### src/rtl/approx_pkg.sv
// approx_pkg: ALU mode codes and isqrt sequencer state encodings shared with the approximation ALU.
package approx_pkg;
  typedef enum logic [2:0] {
    ADD_ONE  = 3'd0,
    SUB_ONE  = 3'd1,
    ADD_SUB  = 3'd2,
    MULTIPLY = 3'd3,
    ALU_IDLE = 3'd4
  } alu_mode_e;
  typedef enum logic [2:0] {
    S_IDLE, S_SUB, S_CHK, S_INC_CNT, S_INC_ODD1, S_INC_ODD2, S_VERIFY, S_DONE
  } isqrt_state_e;
endpackage

### src/rtl/isqrt_seq_ctrl.sv
// isqrt_seq_ctrl: floor(sqrt(x)) and remainder by odd-number subtraction, sequencing the approximation ALU.
// Define ISQRT_SELF_CHECK_EN to add a VERIFY state re-checking root*root + rem == x via the ALU multiplier.
module isqrt_seq_ctrl
  import approx_pkg::*;
#(
  parameter int DATA_W = 8,
  parameter int RES_W  = 16,
  parameter int CNT_W  = 4
) (
  input  logic              clk,
  input  logic              rst,
  input  logic              start_i,
  input  logic [DATA_W-1:0] x_i,
  output logic              busy_o,
  output logic              done_o,
  output logic              err_o,
  output logic [CNT_W-1:0]  root_o,
  output logic [DATA_W-1:0] rem_o,
  output logic              chk_fail_o,
  output logic [DATA_W-1:0] alu_op_a_o,
  output logic [DATA_W-1:0] alu_op_b_o,
  output logic              alu_sigma_n_o,
  output logic [2:0]        alu_mode_o,
  input  logic [RES_W-1:0]  alu_res_i
);
`ifdef ISQRT_SELF_CHECK_EN
  localparam isqrt_state_e S_FIN = S_VERIFY;
`else
  localparam isqrt_state_e S_FIN = S_DONE;
`endif
  isqrt_state_e state_q, state_d;
  logic [DATA_W-1:0] r_q, r_d, odd_q, odd_d, tmp_q, tmp_d, x_q, x_d, rem_q, rem_d;
  logic [CNT_W-1:0] cnt_q, cnt_d, root_q, root_d;
  logic err_q, err_d, chk_q, chk_d, busy_q, busy_d, done_q, done_d, sn_q, sn_d;
  logic [DATA_W-1:0] a_q, a_d, b_q, b_d;
  alu_mode_e mode_q, mode_d;
  always_ff @(posedge clk or negedge rst)
    if (!rst) state_q <= S_IDLE;
    else state_q <= state_d;
  always_comb begin
    state_d = state_q;
    case (state_q)
      S_IDLE:     if (start_i) state_d = x_i[DATA_W-1] ? S_DONE : S_SUB;
      S_SUB:      state_d = S_CHK;
      S_CHK:      state_d = tmp_q[DATA_W-1] ? S_FIN : S_INC_CNT;
      S_INC_CNT:  state_d = S_INC_ODD1;
      S_INC_ODD1: state_d = S_INC_ODD2;
      S_INC_ODD2: state_d = S_SUB;
      S_VERIFY:   state_d = S_DONE;
      default:    state_d = S_IDLE;
    endcase
  end
  always_comb begin
    r_d = r_q;
    odd_d = odd_q;
    cnt_d = cnt_q;
    tmp_d = tmp_q;
    x_d = x_q;
    err_d = err_q;
    root_d = root_q;
    rem_d = rem_q;
    chk_d = chk_q;
    case (state_q)
      S_IDLE: if (start_i) begin
        x_d = x_i;
        r_d = x_i;
        odd_d = DATA_W'(1);
        cnt_d = '0;
        err_d = x_i[DATA_W-1];
        root_d = '0;
        rem_d = '0;
        chk_d = 1'b0;
      end
      S_SUB: tmp_d = alu_res_i[DATA_W-1:0];
      S_CHK: if (tmp_q[DATA_W-1]) begin
        rem_d = r_q;
        root_d = cnt_q;
      end else r_d = tmp_q;
      S_INC_CNT: cnt_d = alu_res_i[CNT_W-1:0];
      S_INC_ODD1, S_INC_ODD2: odd_d = alu_res_i[DATA_W-1:0];
`ifdef ISQRT_SELF_CHECK_EN
      S_VERIFY: chk_d = (alu_res_i + RES_W'(rem_q)) != RES_W'(x_q);
`endif
      default: ;
    endcase
  end
  // ALU operands are registered for the state being entered, so they read the updated (_d) values
  always_comb begin
    mode_d = ALU_IDLE;
    a_d = '0;
    b_d = '0;
    sn_d = 1'b0;
    busy_d = state_d != S_IDLE;
    done_d = state_d == S_DONE;
    case (state_d)
      S_SUB: begin
        mode_d = ADD_SUB;
        a_d = r_d;
        b_d = odd_d;
        sn_d = 1'b1;
      end
      S_INC_CNT: begin
        mode_d = ADD_ONE;
        a_d = DATA_W'(cnt_d);
      end
      S_INC_ODD1, S_INC_ODD2: begin
        mode_d = ADD_ONE;
        a_d = odd_d;
      end
      S_VERIFY: begin
        mode_d = MULTIPLY;
        a_d = DATA_W'(cnt_d);
        b_d = DATA_W'(cnt_d);
      end
      default: ;
    endcase
  end
  always_ff @(posedge clk or negedge rst)
    if (!rst) begin
      r_q <= '0;
      odd_q <= '0;
      cnt_q <= '0;
      tmp_q <= '0;
      x_q <= '0;
      err_q <= 1'b0;
      root_q <= '0;
      rem_q <= '0;
      chk_q <= 1'b0;
      busy_q <= 1'b0;
      done_q <= 1'b0;
      mode_q <= ALU_IDLE;
      a_q <= '0;
      b_q <= '0;
      sn_q <= 1'b0;
    end else begin
      r_q <= r_d;
      odd_q <= odd_d;
      cnt_q <= cnt_d;
      tmp_q <= tmp_d;
      x_q <= x_d;
      err_q <= err_d;
      root_q <= root_d;
      rem_q <= rem_d;
      chk_q <= chk_d;
      busy_q <= busy_d;
      done_q <= done_d;
      mode_q <= mode_d;
      a_q <= a_d;
      b_q <= b_d;
      sn_q <= sn_d;
    end
`ifndef ISQRT_SELF_CHECK_EN
  logic unused_ok;
  assign unused_ok = ^{alu_res_i[RES_W-1:DATA_W], x_q};
`endif
  assign busy_o = busy_q;
  assign done_o = done_q;
  assign err_o = err_q;
  assign root_o = root_q;
  assign rem_o = rem_q;
  assign chk_fail_o = chk_q;
  assign alu_op_a_o = a_q;
  assign alu_op_b_o = b_q;
  assign alu_sigma_n_o = sn_q;
  assign alu_mode_o = mode_q;
endmodule
### config.mk
export PLATFORM = sky130hd
export DESIGN_NAME = isqrt_seq_ctrl
export DESIGN_NICKNAME = d
export VERILOG_FILES = /design/src/rtl/approx_pkg.sv /design/src/rtl/isqrt_seq_ctrl.sv
export SDC_FILE = /design/constraint.sdc
export NUM_CORES = 1
export LEC_CHECK = 0
export CAP_MARGIN = 25
export CORE_MARGIN = 2
export CORE_UTILIZATION = 60
export DETAILED_ROUTE_END_ITERATION = 12
export DONT_BUFFER_PORTS = 1
export GPL_TIMING_DRIVEN = 0
export PLACE_DENSITY = 0.77
export SLEW_MARGIN = 0
export SYNTH_ARGS = -nofsm -noshare
export SYNTH_HDL_FRONTEND = slang
export SYNTH_SLANG_ARGS = --single-unit
### constraint.sdc
create_clock -name clk -period 3.3 [get_ports clk]
set_clock_uncertainty 0.1 [all_clocks]
set_input_delay 0.33 -clock clk [delete_from_list [all_inputs] [get_ports clk]]
set_output_delay 0.33 -clock clk [all_outputs]
set_load 0.02 [all_outputs]
# After elaboration in Yosys (flattened, before gate mapping)
# Index checks and enable logic that the tools add are counted.
[word_totals]
reg_bits = 66
in_bits = 27
out_inout_bits = 36
elab_cells = 58
[classes]
eq_ne = 14
mux = 21
reduce_logical = 9
[ops]
columns = ["cell", "n"]
rows = [
  ["case mux 8 bit (2 select lines)", 4],
  ["two-way mux 8 bit", 5],
  ["case mux 8 bit (3 select lines)", 1],
  ["== test 3 bit, second input constant", 7],
  ["case mux 3 bit (7 select lines)", 1],
  ["case mux 4 bit (2 select lines)", 2],
  ["two-way mux 4 bit", 3],
  ["== test 3 x 2 -> 1 bit, second input constant", 3],
  ["two-way mux 3 bit", 3],
  ["case mux 3 bit (3 select lines)", 1],
  ["== test 3 x 1 -> 1 bit, second input constant", 2],
  ["OR reduction 2 bit", 3],
  ["!= test 2 bit, second input constant", 2],
  ["zero test 3 bit", 1],
  ["AND reduction 3 bit", 1],
  ["nonzero test 3 bit", 1],
  ["OR reduction 3 bit", 1],
  ["AND reduction 2 bit", 1],
  ["nonzero test 2 bit", 1],
  ["two-way mux 1 bit", 1],
]

# Logic depth before layout (Yosys ltp)
# Gate-level depths: netlist (run 1).
[depth]
ltp_word = 6
depth_mapped = 6
ltp_nobuf = 4

# Worst setup path before layout (run 1)
# No wires, ideal clock.
[synth_timing]
kind = "reg-to-reg"
from = "register state_q[1]"
to = "register err_q (netlist: err_o)"
setup_ns = 0.127
arrival_ns = 1.305
required_ns = 3.073
path_slack_ns = 1.767
path_stages_with_launch = 4
path_buffers = 1
period_less_slack_ns = 1.533
cell_sequence = "dfrtp_1 > buf_6 > nor4b_4 > mux2_1"
[synth_between]
elab_chain_cells = 2
[synth_rtl]
columns = ["item", "line_no", "rtl"]
rows = [
  ["start: declaration", "isqrt_seq_ctrl.sv:31", "isqrt_state_e state_q, state_d;"],
  ["start signal: assignment", "isqrt_seq_ctrl.sv:39", "else state_q <= state_d;"],
  ["zero test 3 bit", "isqrt_seq_ctrl.sv:63", "case (state_q)"],
  ["AND reduction 2 bit (no source line)", "-", ""],
  ["end signal: assignment", "isqrt_seq_ctrl.sv:141", "err_q <= err_d;"],
  ["end: declaration", "isqrt_seq_ctrl.sv:34", "logic err_q, err_d, chk_q, chk_d, busy_q, busy_d, done_q, done_d, sn_q, sn_d;"],
]
# Every way passes these cells.
# A chain may end at the register's enable or synchronous reset.

# Worst setup path after layout (run 1)
# Ends and elaborated chain as after synthesis.

==> run summary, run 1 <==
The count of cell types in the netlist came out at 37. The clock insertion delay at the later pin of the skew report is approximately 340 ps. The first TritonRoute pass finished after 5 iterations. The type of the most critical hold path is input port to flip-flop. The wire length per cell after detailed routing came out at ~18 µm. The number of standard-cell rows in the floorplan came out at 24. TritonCTS built the clock tree.

The share of the Yosys chip area taken by registers is about three fifths. Detailed placement ended at an HPWL of 3.72 mm. In the global route stage, overall resource usage came out at about 23%.

The critical path is of the flip-flop to flip-flop type. Buffers placed on the I/O ports in this run total 0. The actual transition at the worst max-transition pin is around 560 ps. Counting flops with a built-in enable in the synthesized netlist gives 0. The area share of fa/ha/maj cells after synthesis is 0%.

The x dimension of the die came out at approximately 70 µm. The post-synthesis instance area came out at 0.00273 mm². The clock slew at the register clock pins of the worst setup and hold paths is about 70 ps. The upper clock frequency limit came out at approximately 580 MHz. In this run, CTS created clock tree buffers numbering 9.

Ranked by instance count, the synthesized netlist is headed by sky130_fd_sc_hd__dfrtp_1, sky130_fd_sc_hd__nand2_1, sky130_fd_sc_hd__inv_1. The simple logic cell fraction of the synthesized area is 16.5%. The die area came out at 0.00510 mm². The post-placement worst setup slack is ~1600 ps. The final core area utilization is approximately 70%. The die span in y came out at slightly above 70 µm.

The number of failing hold endpoints at the final stage is 0. The number of violations of the max-capacitance limit came out at 0. The leakage power of the design came out at about 1.5 nW. The placed cell area came out at around 0.0028 mm². The initial utilization of the core area, before any placement, comes to a little over three fifths. The top cell type's share of synthesized area came out at 59.7%. The post-route cell area came out at a little over 0.003 mm².

The maximum count of clock buffers along a single path came out at 2. Along the worst path, the maximum fanout reaches 10. The routability-driven placement congestion ratio came out at 0.875. The wire length of the first global-routing pass came out at around 8.8 mm. The met2 wire length is 2.45 mm. The post-layout total power is about 3.3 mW.

In this run the clock root is driven by a sky130_fd_sc_hd__clkbuf_8. The count of warnings emitted by yosys came out at 0. The arrival time at the worst endpoint came out at 1860 ps. The met3 layer wire length in the routed design came out at between 400 and 500 µm. Global routing finished with a remaining overflow of 0. Summed over all instances, the cell type with the most area after synthesis is sky130_fd_sc_hd__dfrtp_1. The remaining antenna violation count came out at 0. The number of remaining DRC errors is 0.

The via density per instance is between 5 and 6. The number of pins exceeding their max-slew limit in the final report came out at 0. The final antenna diode count is 0.

The smallest setup slack after layout came out at roughly 1600 ps. In the final layout, the share of cells above drive strength 1 is 16.8%. The largest net degree at the start of global routing came out at 67. The number of global-route vias before repair is roughly 1800. Measured against its own limit, the worst slew margin works out to between 60% and 70%. The number of sinks on the clock net came out at 66. The final period demand of the worst path came out at around 1700 ps. The routed wire length came out at roughly 5.4 mm. The post-cts repair resize count is 0. The data required time at the worst endpoint came out at 3420 ps. In the synthesized netlist the dominant register cell turns out to be sky130_fd_sc_hd__dfrtp_1.

STA classifies the critical path startpoint as a flip-flop. Summing the areas of all xor and xnor instances in the mapped netlist gives 0% of the synthesized area. The core area is 0.00435 mm². The number of nets at the end of the flow is 272. The flow ran to the end, and the final reports show no timing, DRC or antenna violations.

The number of cells produced by synthesis is 231. The number of synthesized register bits is 66. In the post-synthesis netlist, the biggest area contributors are sky130_fd_sc_hd__dfrtp_1, sky130_fd_sc_hd__a222oi_1, sky130_fd_sc_hd__mux2_1.

The area growth from synthesis to layout is 11.4%. The peak supply drop is slightly below 0.5 mV. Setup repair after global routing left no endpoint under its margin. The worst setup path is captured at a flip-flop. In the finished design, the share of the clock period the worst path needs comes to between 50 and 60%. The via count came out at between 1500 and 2000. The highest metal layer carrying signal wires in the routed design is met4. Setup violations remaining at the end of the flow were counted as 0. The violation count after the first detailed-routing iteration is between 100 and 150. sky130_fd_sc_hd__dfrtp_1 is the most common cell in the netlist. The H-tree generated during clock tree synthesis spans 3 levels. Counting flops with an async set or reset pin after synthesis yields a share of between 90% and 100%. The power per standard cell area came out at approximately 1100 mW/mm².

The multiplexer share of the synthesized area came out at between 3 and 4%. The I/O pin count is 63. The total negative slack came out at 0 ps. The post-synthesis compound-gate area fraction is between 10% and 20%. The initial antenna violation count is 0. The routed length on met1 came out at 2.35 mm. The per-instance average area after synthesis came out at between 10 and 15 µm². By area, the combinational part of the netlist is dominated by simple AND/OR/NAND/NOR gates.
[power by group]
group	total (mW)	switching, mW	internal (mW)
Combinational	1.06	0.611	0.454
Sequential	1.52	0.378	1.14
Clock	0.676	0.308	0.369
[logic make-up after synthesis]
family / Yosys count
other: 1
flip-flops: 66
AND/OR/NAND/NOR: 76
AO/OA/AOI/OAI: 52
buffers and inverters: 27
multiplexers: 9
[critical path: stages, from the launching register on]
cell and delay [ps]:
sky130_fd_sc_hd__dfrtp_1 430, sky130_fd_sc_hd__buf_6 160, sky130_fd_sc_hd__nor4b_4 560, sky130_fd_sc_hd__mux2_1 370
[flip-flops by register name, indices dropped and copies added (netlist names)]
register and flops:
alu_op_a_o 8, alu_op_b_o 8, odd_q 8, r_q 8, rem_o 8, tmp_q 8, cnt_q 4, root_o 4
alu_mode_o 3, state_q 3, alu_sigma_n_o 1, busy_o 1, done_o 1, err_o 1
[final cells by class]
type                            count  area [µm²]
Buffer                             14        93.8
Clock buffer                       10         138
Clock inverter                      6        66.3
Fill cell                         323        1320
Inverter                           13        48.8
Multi-Input combinational cell    139         935
Sequential cell                    66        1650
Tap cell                           52        65.1
Timing Repair Buffer                2        37.5
[path summary, 6_finish.rpt]
check | start | endpoint | slack, ps | depth (start not counted)
hold / removal | alu_res_i[4] | tmp_q[4] | 20 | 1
min in group asynchronous | rst | alu_op_a_o[7] | 420 | 2
max in group asynchronous | rst | alu_mode_o[2] | 2400 | 2
setup reg to reg | state_q[1] | err_o | 1560 | 3
hold reg to reg | tmp_q[6] | tmp_q[6] | 400 | 1
setup / recovery | state_q[1] | err_o | 1560 | 3
[routing by layer]
layer / global-route usage [%] / vias up
li1: - / 839
met1: 30.9 / 884
met2: 33.1 / 75
met3: 8.02 / 12
met4: 12.8 / 0
met5: 0 / -
[what timing repair did]
action                                 in CTS  in global routing
hold buffers                                2                  0
endpoints found under the hold margin      66                  0
buffers inserted                            0                  0
[placed cells by master, fill, tap and decap left out, types with 6 or more instances in the layout]
cell                       netlist  routed
sky130_fd_sc_hd__nor2b_1        12      12
sky130_fd_sc_hd__nand3_1        12      12
sky130_fd_sc_hd__a21oi_1         8       8
sky130_fd_sc_hd__a222oi_1       11      11
sky130_fd_sc_hd__nand2_1        26      26
sky130_fd_sc_hd__dfrtp_1        65      65
sky130_fd_sc_hd__o21ai_1         9       9
sky130_fd_sc_hd__inv_1          13      13
sky130_fd_sc_hd__clkbuf_8        0      10
sky130_fd_sc_hd__mux2_1          9       9
sky130_fd_sc_hd__a22o_1          7       7
sky130_fd_sc_hd__nor2_1          9       9
sky130_fd_sc_hd__buf_2           6       6
[per-stage QoR]
stage               hold slack (ps)  cells
finish                         16.1    302
global route                   15.5    302
CTS                            16.1    302
detailed placement            -64.2    284
global placement              -64.2    284
floorplan                     -65.6    232
Note: power is estimated with default switching activity, not from simulation.
==> run 2: changes to the inputs <==
- CORE_UTILIZATION: 60 -> 56
- PLACE_DENSITY: 0.77 -> 0.75
- clock period: 3.3 -> 1.4 ns (I/O delays scaled with it)
==> run 2 against run 1 <==
The run now ends with hold timing, setup timing left. Largest cell class unchanged. Combinational power increased to 4.1 times the previous value. Clock power grew to 2.8 times the previous value. Die area up 6.7%.
==> run summary, run 2 (synthesized netlist as in run 1, its figures left out) <==
The flow ran to the end, but the final reports show violations. The final reports fail on hold timing, setup timing. The routability-driven placement congestion ratio is 0.871. The worst hold-check slack came out at -617 ps. The leftover overflow at the end of global routing came out at 0. The end of the worst register-to-register path is alu_op_a_o[1]. The initial antenna violation count is 0. The final count of negative-setup-slack endpoints is 55. The die span in y is between 70 and 80 µm. The share of final-layout standard cells stronger than drive strength 1 came out at 34.4%. The power per standard cell area is about 2700 mW/mm². Entering global routing, the biggest net connects 67 pins.

The count of input and output buffers came out at 0. After clock tree synthesis, the clock-pin slew on the worst setup and hold paths is about 70 ps. The number of failing hold endpoints at the final stage is between 60 and 70. The number of global-route vias before repair came out at around 2000. The startpoint identified for the worst register-to-register timing path is state_q[1]. The slack of the worst reg-to-reg path came out at -410 ps. The die area is approximately 0.0054 mm². The first global-routing pass estimated approximately 10 mm of wire. The H-tree depth reported by CTS came out at 3. For this run, global-route usage on met1 was measured as between 30% and 40%.

Once the floorplan was initialized, standard cells occupied between 50% and 60% of the core. The upper clock frequency limit came out at ~550 MHz. The actual transition at the worst max-transition pin came out at 567 ps.

Setup repair after global routing could not meet its margin everywhere. The met2 usage is 37.6%. The library cells used most frequently in the layout, excluding fill and tap cells, are sky130_fd_sc_hd__dfrtp_1, sky130_fd_sc_hd__nand2_1, sky130_fd_sc_hd__buf_6, sky130_fd_sc_hd__buf_4, sky130_fd_sc_hd__dlygate4sd3_1.

The hold buffer count at cts came out at 16. Leaving out fill and tap cells, the most frequent cell in the layout is sky130_fd_sc_hd__dfrtp_1. The number of remaining DRC errors came out at 0. In this run the worst setup path begins at state_q[1]. The via density per instance came out at 5.96. The final core area utilization is between 70% and 80%. The smallest setup slack after layout came out at -410 ps. The number of violations of the max-capacitance limit is 0. The maximum fanout along the worst path came out at 5. The first detailed-routing pass took 6 iterations. The CTS buffer count came out at 9. The data required time at the worst endpoint is about 1500 ps.

TritonCTS built the clock tree. The number of sinks on the clock net came out at 66. The area growth from synthesis to layout is 36.5%. The I/O pin count is 63. The sort of element at the end of the critical path is a flip-flop. The final antenna diode count came out at 0. In this run the cell area measured after placement is ~0.0028 mm². The leakage power of the design is 1.78 nW.

Summed over all nets, the half-perimeter wirelength after detailed placement is 3.76 mm. The tree is rooted in a sky130_fd_sc_hd__clkbuf_8. The path depth of the worst reg2reg path is 5.

The number of pins exceeding their max-slew limit in the final report is 0. The post-placement worst setup slack is -311 ps. By startpoint and endpoint, the worst setup path is classified as flip-flop to flip-flop. The total global-route track usage is a little over a quarter.

Headroom to the max-slew limit came out at approximately 62%. The type of the most critical hold path is input port to async pin. The via count came out at about 2100. In the final layout, the multi-input gates occupy 0.00111 mm². Clock latency on the worst-skew pair, taken at its later pin, is roughly 340 ps. The x dimension of the die is about 74 µm. The total area inside the core boundary comes to ~0.0047 mm². No sink is reached through more buffers than the 2 on the longest clock path. The final layout contains routed wiring with a total length of about 7.7 mm.

The layer carrying the most global-route usage is met2. The number of standard-cell rows in the floorplan came out at 25. The startpoint type of the worst setup path is a flip-flop. With fillers left out, the area of the finished cells amounts to approximately 0.0037 mm². After the first detailed-routing iteration, the DRC count stood at approximately 290. The number of nets at the end of the flow came out at ~310. Counting the fill cells in the layout gives ~240.

The arrival time at the worst endpoint is about 1900 ps. After detailed routing, the average wire length per cell comes to roughly 22 µm. Registers take between 0.0015 and 0.002 mm².

The peak supply drop came out at 1.51 mV. The final period demand of the worst path came out at 1810 ps. For met3 alone, demand over resource in global routing was 7.82%. The period utilization is 129%. The detail route stage leaves a number of antenna-violating nets equal to 0. The critical path ends at alu_op_a_o[1].
[run 2: cell types whose count changed in the layout (fill, tap and decap cells not counted), sizes merged]
cell and change:
buf +27, bufinv +2, clkinv -1, dlygate4sd3 +15
clkinvlp -2
[run 2: worst min-delay path by stage]
stage	end
floorplan	alu_mode_o[0]
global placement	done_o
global route	r_q[1]
CTS	tmp_q[3]
detailed placement	done_o
finish	odd_q[0]
[run 2: per-layer routing]
metal / wire length [µm] / vias to the layer above
li1: - / 923
met3: 646 / 16
met1: 3180 / 1082
met5: 0 / -
met4: 144 / 0
met2: 3750 / 111
[run 2: power by group]
part           internal [mW]  switching (mW)
registers               2.70           0.979
clock network           1.18           0.724
logic                   2.21            2.13
[run 2: final cells by class]
type	instances	share of cell area, %
Multi-Input combinational cell	139	29.9
Sequential cell	66	44.4
Buffer	13	4.07
Clock buffer	11	3.53
Tap cell	67	2.25
Inverter	13	1.31
Timing Repair Buffer	44	11.7
Clock inverter	5	2.76
[run 2: timing repair]
action	4_1_cts	5_1_grt
gates resized for setup	33	35
endpoints found under the hold margin	111	66
gates cloned	1	1
endpoints found under the setup margin	54	63
setup buffers	11	15
pin swaps	19	19
[run 2: worst max-delay path: stages (launching register included)]
cell	delay (ps)
sky130_fd_sc_hd__dfrtp_1	420
sky130_fd_sc_hd__buf_6	150
sky130_fd_sc_hd__nor4b_4	130
sky130_fd_sc_hd__buf_6	130
sky130_fd_sc_hd__a222oi_1	540
sky130_fd_sc_hd__o21ai_1	180
[run 2: metrics by stage]
step / hold WS (ps) / cells / TNS (ps) / power (mW)
detailed placement: -255 / 299 / -8510 / 6.16
finish: -617 / 358 / -10860 / 9.92
global route: -638 / 358 / -12990 / 10.3
floorplan: -256 / 232 / -1420 / 5.57
CTS: -627 / 342 / -6470 / 8.80
global placement: -255 / 299 / -7860 / 6.07
